File: config.mk
export PLATFORM = sky130hd
export DESIGN_NAME = tick_edge_sync
export DESIGN_NICKNAME = d
export VERILOG_FILES = /design/src/rtl/tick_edge_sync.sv
export SDC_FILE = /design/constraint.sdc
export NUM_CORES = 1
export LEC_CHECK = 0
export CAP_MARGIN = 20
export CORE_MARGIN = 3
export CORE_UTILIZATION = 43
export CTS_BUF_LIST = sky130_fd_sc_hd__clkbuf_16
export DETAILED_ROUTE_END_ITERATION = 10
export PLACE_DENSITY_LB_ADDON = 0.08
export SLEW_MARGIN = 20
export SYNTH_ARGS = -nofsm -noshare
export SYNTH_HDL_FRONTEND = slang
export SYNTH_SLANG_ARGS = --single-unit
File: constraint.sdc
create_clock -name clk_50M -period 2.1 [get_ports clk_50M]
set_input_delay 0.42 -clock clk_50M [delete_from_list [all_inputs] [get_ports clk_50M]]
set_output_delay 0.42 -clock clk_50M [all_outputs]
set_load 0.02 [all_outputs]
File: src/rtl/tick_edge_sync.sv
// Single-clock step-tick generator with per-channel button edge capture, released on the next tick.
// Optional build macro DEBOUNCE_EN adds a per-channel stability filter ahead of edge detection.
module tick_edge_sync #(
    parameter int DIV       = 50_000_000,
    parameter int CH        = 1,
    parameter int EDGE_FALL = 1,
    parameter int DB_CYCLES = 1_000_000
) (
    input  logic          clk_50M,
    input  logic          rst,
    input  logic [CH-1:0] btn_in,
    output logic          tick,
    output logic          clk_slow,
    output logic [CH-1:0] pulse_out,
    output logic [CH-1:0] pending
);

    localparam int CNT_W = (DIV > 1) ? $clog2(DIV) : 1;
    localparam logic [CNT_W-1:0] CNT_MAX  = CNT_W'(DIV - 1);
    localparam logic [CNT_W-1:0] CNT_HALF = CNT_W'(DIV / 2);
    // Level the button rests at; flops start here so reset release is edge-free.
    localparam logic IDLE_LVL = (EDGE_FALL != 0);

    if (DIV < 2 || CH < 1 || DB_CYCLES < 1) begin : g_param_check
        $error("tick_edge_sync: DIV must be >= 2, CH >= 1, DB_CYCLES >= 1");
    end

    logic [CNT_W-1:0] cnt_reg;
    logic [CNT_W-1:0] cnt_next;
    logic             tick_reg;
    logic             clk_slow_reg;

    assign cnt_next = (cnt_reg == CNT_MAX) ? '0 : cnt_reg + CNT_W'(1);

    always_ff @(posedge clk_50M) begin
        if (rst) begin
            cnt_reg      <= '0;
            tick_reg     <= 1'b0;
            clk_slow_reg <= 1'b0;
        end else begin
            cnt_reg      <= cnt_next;
            tick_reg     <= (cnt_reg == CNT_MAX);
            clk_slow_reg <= (cnt_next >= CNT_HALF);
        end
    end

    assign tick     = tick_reg;
    assign clk_slow = clk_slow_reg;

    genvar gi;
    generate
        for (gi = 0; gi < CH; gi++) begin : g_ch
            logic meta_reg;
            logic sync_reg;
            logic det_level;
            logic det_d_reg;
            logic edge_reg;
            logic edge_next;
            logic pending_reg;
            logic pulse_reg;

`ifdef DEBOUNCE_EN
            localparam int DB_W = $clog2(DB_CYCLES + 1);
            localparam logic [DB_W-1:0] DB_LAST = DB_W'(DB_CYCLES - 1);

            logic [DB_W-1:0] db_cnt_reg;
            logic            st_reg;

            // st follows the synchronised level only after DB_CYCLES consecutive disagreeing cycles.
            always_ff @(posedge clk_50M) begin
                if (rst) begin
                    db_cnt_reg <= '0;
                    st_reg     <= IDLE_LVL;
                end else if (sync_reg == st_reg) begin
                    db_cnt_reg <= '0;
                end else if (db_cnt_reg == DB_LAST) begin
                    st_reg     <= sync_reg;
                    db_cnt_reg <= '0;
                end else begin
                    db_cnt_reg <= db_cnt_reg + DB_W'(1);
                end
            end

            assign det_level = st_reg;
`else
            assign det_level = sync_reg;
`endif

            assign edge_next = (EDGE_FALL != 0) ? (det_d_reg & ~det_level)
                                                : (det_level & ~det_d_reg);

            always_ff @(posedge clk_50M) begin
                if (rst) begin
                    meta_reg    <= IDLE_LVL;
                    sync_reg    <= IDLE_LVL;
                    det_d_reg   <= IDLE_LVL;
                    edge_reg    <= 1'b0;
                    pending_reg <= 1'b0;
                    pulse_reg   <= 1'b0;
                end else begin
                    meta_reg  <= btn_in[gi];
                    sync_reg  <= meta_reg;
                    det_d_reg <= det_level;
                    edge_reg  <= edge_next;
                    // An edge coinciding with the tick is released directly, never parked.
                    if (tick_reg) begin
                        pulse_reg   <= pending_reg | edge_reg;
                        pending_reg <= 1'b0;
                    end else begin
                        pulse_reg   <= 1'b0;
                        pending_reg <= pending_reg | edge_reg;
                    end
                end
            end

            assign pulse_out[gi] = pulse_reg;
            assign pending[gi]   = pending_reg;
        end
    endgenerate

endmodule

Yosys cells after proc, flatten, opt, wreduce, memory -nomap -nowiden. Index checks and enable logic that the tools add are counted.

Add/sub/neg operators: 1. Magnitude comparators: 1. Equality and inequality tests: 1. Multiplexer cells: 1. Bitwise logic cells: 4. Reductions and logical operators: 2.

Operators with widths (count): 26-bit by 1-bit adder with 26-bit output, second input constant (1); 26-bit equality test, second input constant (1); 26-bit by 25-bit >= comparator with 1-bit output, second input constant (1); 26-bit two-way mux (1); 2-bit OR reduction (2); 1-bit inverter (2); 1-bit AND (1); 1-bit OR (1).

Flip-flop bits (word level): 34. Input bits: 3. Logic and storage cells: 19.

Depth between registers and ports, before layout.
Depth in word-level cells: 3. Gate-level depth with buffers: 8. Mapped depth without buffers: 7.

Worst setup path before layout. No wires, ideal clock.

Kind: reg2reg. From: reg cnt_reg[0]. To: reg clk_slow_reg (netlist: clk_slow). Setup time: 0.069 ns. Arrival: 2.027 ns. Data required time: 2.031 ns. Setup slack: 0.004 ns. Stages on the path, launching flop included: 8. Path buffers: 1. Path through: dfxtp_1 -> ha_1 -> clkbuf_1 -> or4b_2 -> a211o_2 -> a21oi_1 -> nand4_1 -> o21ai_1.

Word-level cells in the longest chain between the ends: 3. Elaborated cells on any way between the ends: 4. Those cells by class: add/sub: 1; order compare: 1; eq/ne: 1; mux: 1.

RTL lines: start, declared (RTL line 28) `logic [CNT_W-1:0] cnt_reg;`; start signal, assigned (RTL line 41) `cnt_reg <= cnt_next;`; 26-bit by 1-bit adder with 26-bit output or 26-bit equality test (tied branches) (RTL line 33) `assign cnt_next = (cnt_reg == CNT_MAX) ? '0 : cnt_reg + CNT_W'(1);`; 26-bit two-way mux (*) (RTL line 33); 26-bit by 25-bit >= comparator with 1-bit output (*) (RTL line 43) `clk_slow_reg <= (cnt_next >= CNT_HALF);`; end signal, assigned (RTL line 43); end, declared (RTL line 31) `logic clk_slow_reg;`.

Every way passes the cells marked *; elsewhere a longest branch is shown, timed or not. A chain may end at the register's enable or synchronous reset.

Final worst setup path.
From: reg cnt_reg[7]. To: reg clk_slow_reg (netlist: clk_slow).

The elaborated chain is that of the path after synthesis.

==> results_dict.tcl <==
set metrics [dict create \
    initial_utilization_pct 45.28 \
    place.gp.congestion 0.8819 \
    powerDensity_mw_per_mm2 641.5 \
    startpoint "cnt_reg[7]" \
    grt_pass1_vias 1763 \
    reg2reg_from "cnt_reg[7]" \
    hold_buffers 0 \
    syn_area_per_cell_sq_um 8.567 \
    yosys-top-cells-count "dfxtp_1 (34), nor2_1 (33), nand2_1 (15), nand3_1 (12), xnor2_1 (10)" \
    drive_above_1_share_pct 29.48 \
    antenna_found_initial 0 \
    clock_skew_ns 0.006986 \
    vias 1767 \
    p_sw_share_pct 19.64 \
    clk_pin_slew_worst_paths_ns 0.06 \
    hold_path_class "flop to flop" \
    io_buffer_count 6 \
    synth_flop_cell "dfxtp_1" \
    synth_edf_count 0 \
    finalSetupTns_ns 0 \
    ys_ff_latch 34 \
    fp-row-count 23 \
    ys.warnings.count 0 \
    largest_reg_flops 26 \
    routed_via_density 5.870 \
    setup_viol 0 \
    grt_pass1_wl_microns 8114 \
    crit_required_ns 2.31 \
    gr-total-overflow 0 \
    num_antenna_cells 0 \
    wire_per_inst_microns 16.35 \
    p_int_mw 1.230 \
    ys_top_cells_by_area "dfxtp_1 (37%), nor2_1 (6.7%), xnor2_1 (4.7%)" \
    ant_nets 0 \
    status "complete, no violations" \
    syn_nets 220 \
    p_comb_share_pct 2.9 \
    grt_max_degree 13 \
    synth_top_area_share_pct 36.78 \
    synthCells 216 \
    pwr-share-clk_pct 54.1 \
    regArea_sq_um 695.7 \
    synth_cell_types 52 \
    synth-async-reset-ratio_pct 0 \
    crit_type "flop to flop" \
    hold_viol_final 0 \
    cap_violations 0 \
    ios 7 \
    min_from "g_ch[0].det_d_reg" \
    multi_input_area_sq_mm 0.001124 \
    p_switching_uw 300.6 \
    syn_area_sq_mm 0.001851 \
    filler_cell_count 364 \
    die-width_microns 71.60 \
    clock_path_buffers 2 \
    peakVddDrop_mv 0.3803 \
    cts_buffers 5 \
    fin_ws_ns 0.03589 \
    slew_violations 0 \
    drt_pass1_iterations 5 \
    crit_path_start_kind "flop" \
    clockRootBuffer "clkbuf_16" \
    crit_fanout 6 \
    clk_latency_ns 0.28 \
    p_leak_nw 0.8435 \
    slew_headroom_pct 72.43 \
    post-synth-top-count-cell "dfxtp_1" \
    yosysTopAreaCell "dfxtp_1" \
    cp-end-kind "flop" \
    yosysSeqAreaShare_pct 36.78 \
    seqPwrFrac_pct 43.0 \
    htreeDepth 2 \
    drtIter0Drc 88 \
    wl_microns 4921 \
    coreArea_sq_mm 0.004086 \
    tritoncts "built" \
    max_freq_ghz 0.4845 \
    syn2layout_area_growth_pct 28.94 \
    grt_usage_pct 20.34 \
    worst_pin_slew_ns 0.4136 \
    dp_slack_ns -0.02396 \
    die_h_microns 71.60 \
    arrival_ns 2.27 \
    rsz0062_at_grt "true" \
    dieArea_sq_mm 0.005127 \
    drt_drc_violations_left 0 \
    period_share_pct 98.29 \
    dp_hpwl_microns 3566 \
    cts_sinks 34 \
    fin_nets 254 \
    period_needed_ns 2.064 \
]
## path summary, 6_finish.rpt
path | end | slack [ns] | cells past startpoint
hold reg to reg | g_ch[0].edge_reg | 0.41 | 2
setup reg to reg | clk_slow | 0.04 | 7
setup / recovery | clk_slow | 0.04 | 7
hold / removal | g_ch[0].edge_reg | 0.41 | 2
## timing repair
item	in CTS	in global routing
hold endpoints to repair	0	0
resized for setup	11	15
buffers inserted	3	3
pin swaps	3	10
setup endpoints to repair	1	20
## kinds of logic after synthesis
kind of cell	after synthesis	share of synthesized area, %
xor+xnor	19	8.993
fa+ha+maj	1	0.6760
buf+inv	17	6.693
simple gates	112	34.55
mux	1	0.5409
compound gates	32	11.77
flops	34	36.78
## cells in the final DEF, fill, tap and decap left out, drive strengths merged, types with 3 or more instances in the layout
| master | instances |
|---|---|
| a21oi | 8 |
| and3 | 3 |
| and4 | 4 |
| and4b | 3 |
| buf | 34 |
| clkbuf | 5 |
| clkdlybuf4s50 | 6 |
| dfxtp | 34 |
| inv | 4 |
| nand2 | 15 |
| nand3 | 12 |
| nand4 | 9 |
| nor2 | 33 |
| nor3 | 7 |
| o21ai | 9 |
| o31ai | 3 |
| or2 | 5 |
| or4 | 4 |
| or4b | 3 |
| xnor2 | 10 |
| xor2 | 9 |
## worst max-delay path, cell delays in order, from the launching register on
cell and delay (ns):
dfxtp_4 0.36, nand4_4 0.14, or4_4 0.56, buf_6 0.16
or4b_4 0.49, a21oi_4 0.17, a31oi_1 0.05, o21ai_1 0.07
## power groups by stage
stage | Combinational, mW | Sequential [mW] | Clock, mW
floorplan | 0.0238 | 0.674 | 0
global placement | 0.0419 | 0.674 | 0
detailed placement | 0.0427 | 0.674 | 0
CTS | 0.0432 | 0.660 | 0.842
global route | 0.0503 | 0.658 | 0.872
finish | 0.0450 | 0.658 | 0.828
## layout make-up
cell class / instances / share of cell area (%)
multi-input cells: 165 / 47.09
flip-flops and latches: 34 / 29.16
repair buffers: 40 / 13.37
clock buffers: 5 / 5.244
well taps: 50 / 2.622
clock inverters: 3 / 1.888
inverters: 4 / 0.6293
## metal layers
metal | vias up | wire length (microns) | track usage (%)
met5 | - | 0 | 0
met4 | 0 | 117 | 8.768
met3 | 14 | 234 | 5.189
met2 | 52 | 2377 | 33.37
met1 | 854 | 2191 | 25.22
li1 | 847 | - | -
## per-stage QoR
step / hold WS (ns) / power, mW / area, sq um / std cells / util [%]
6_report: 0.4147 / 1.531 / 2386 / 301 / 58.39
4_1_cts: 0.4192 / 1.546 / 2298 / 298 / 56.25
3_3_place_gp: 0.3965 / 0.7156 / 2079 / 287 / 50.89
3_5_place_dp: 0.4035 / 0.7168 / 2079 / 287 / 50.89
5_1_grt: 0.4361 / 1.580 / 2386 / 301 / 58.39
2_1_floorplan: 0.3895 / 0.6981 / 1851 / 216 / -
Note: power is estimated with default switching activity, not from simulation.
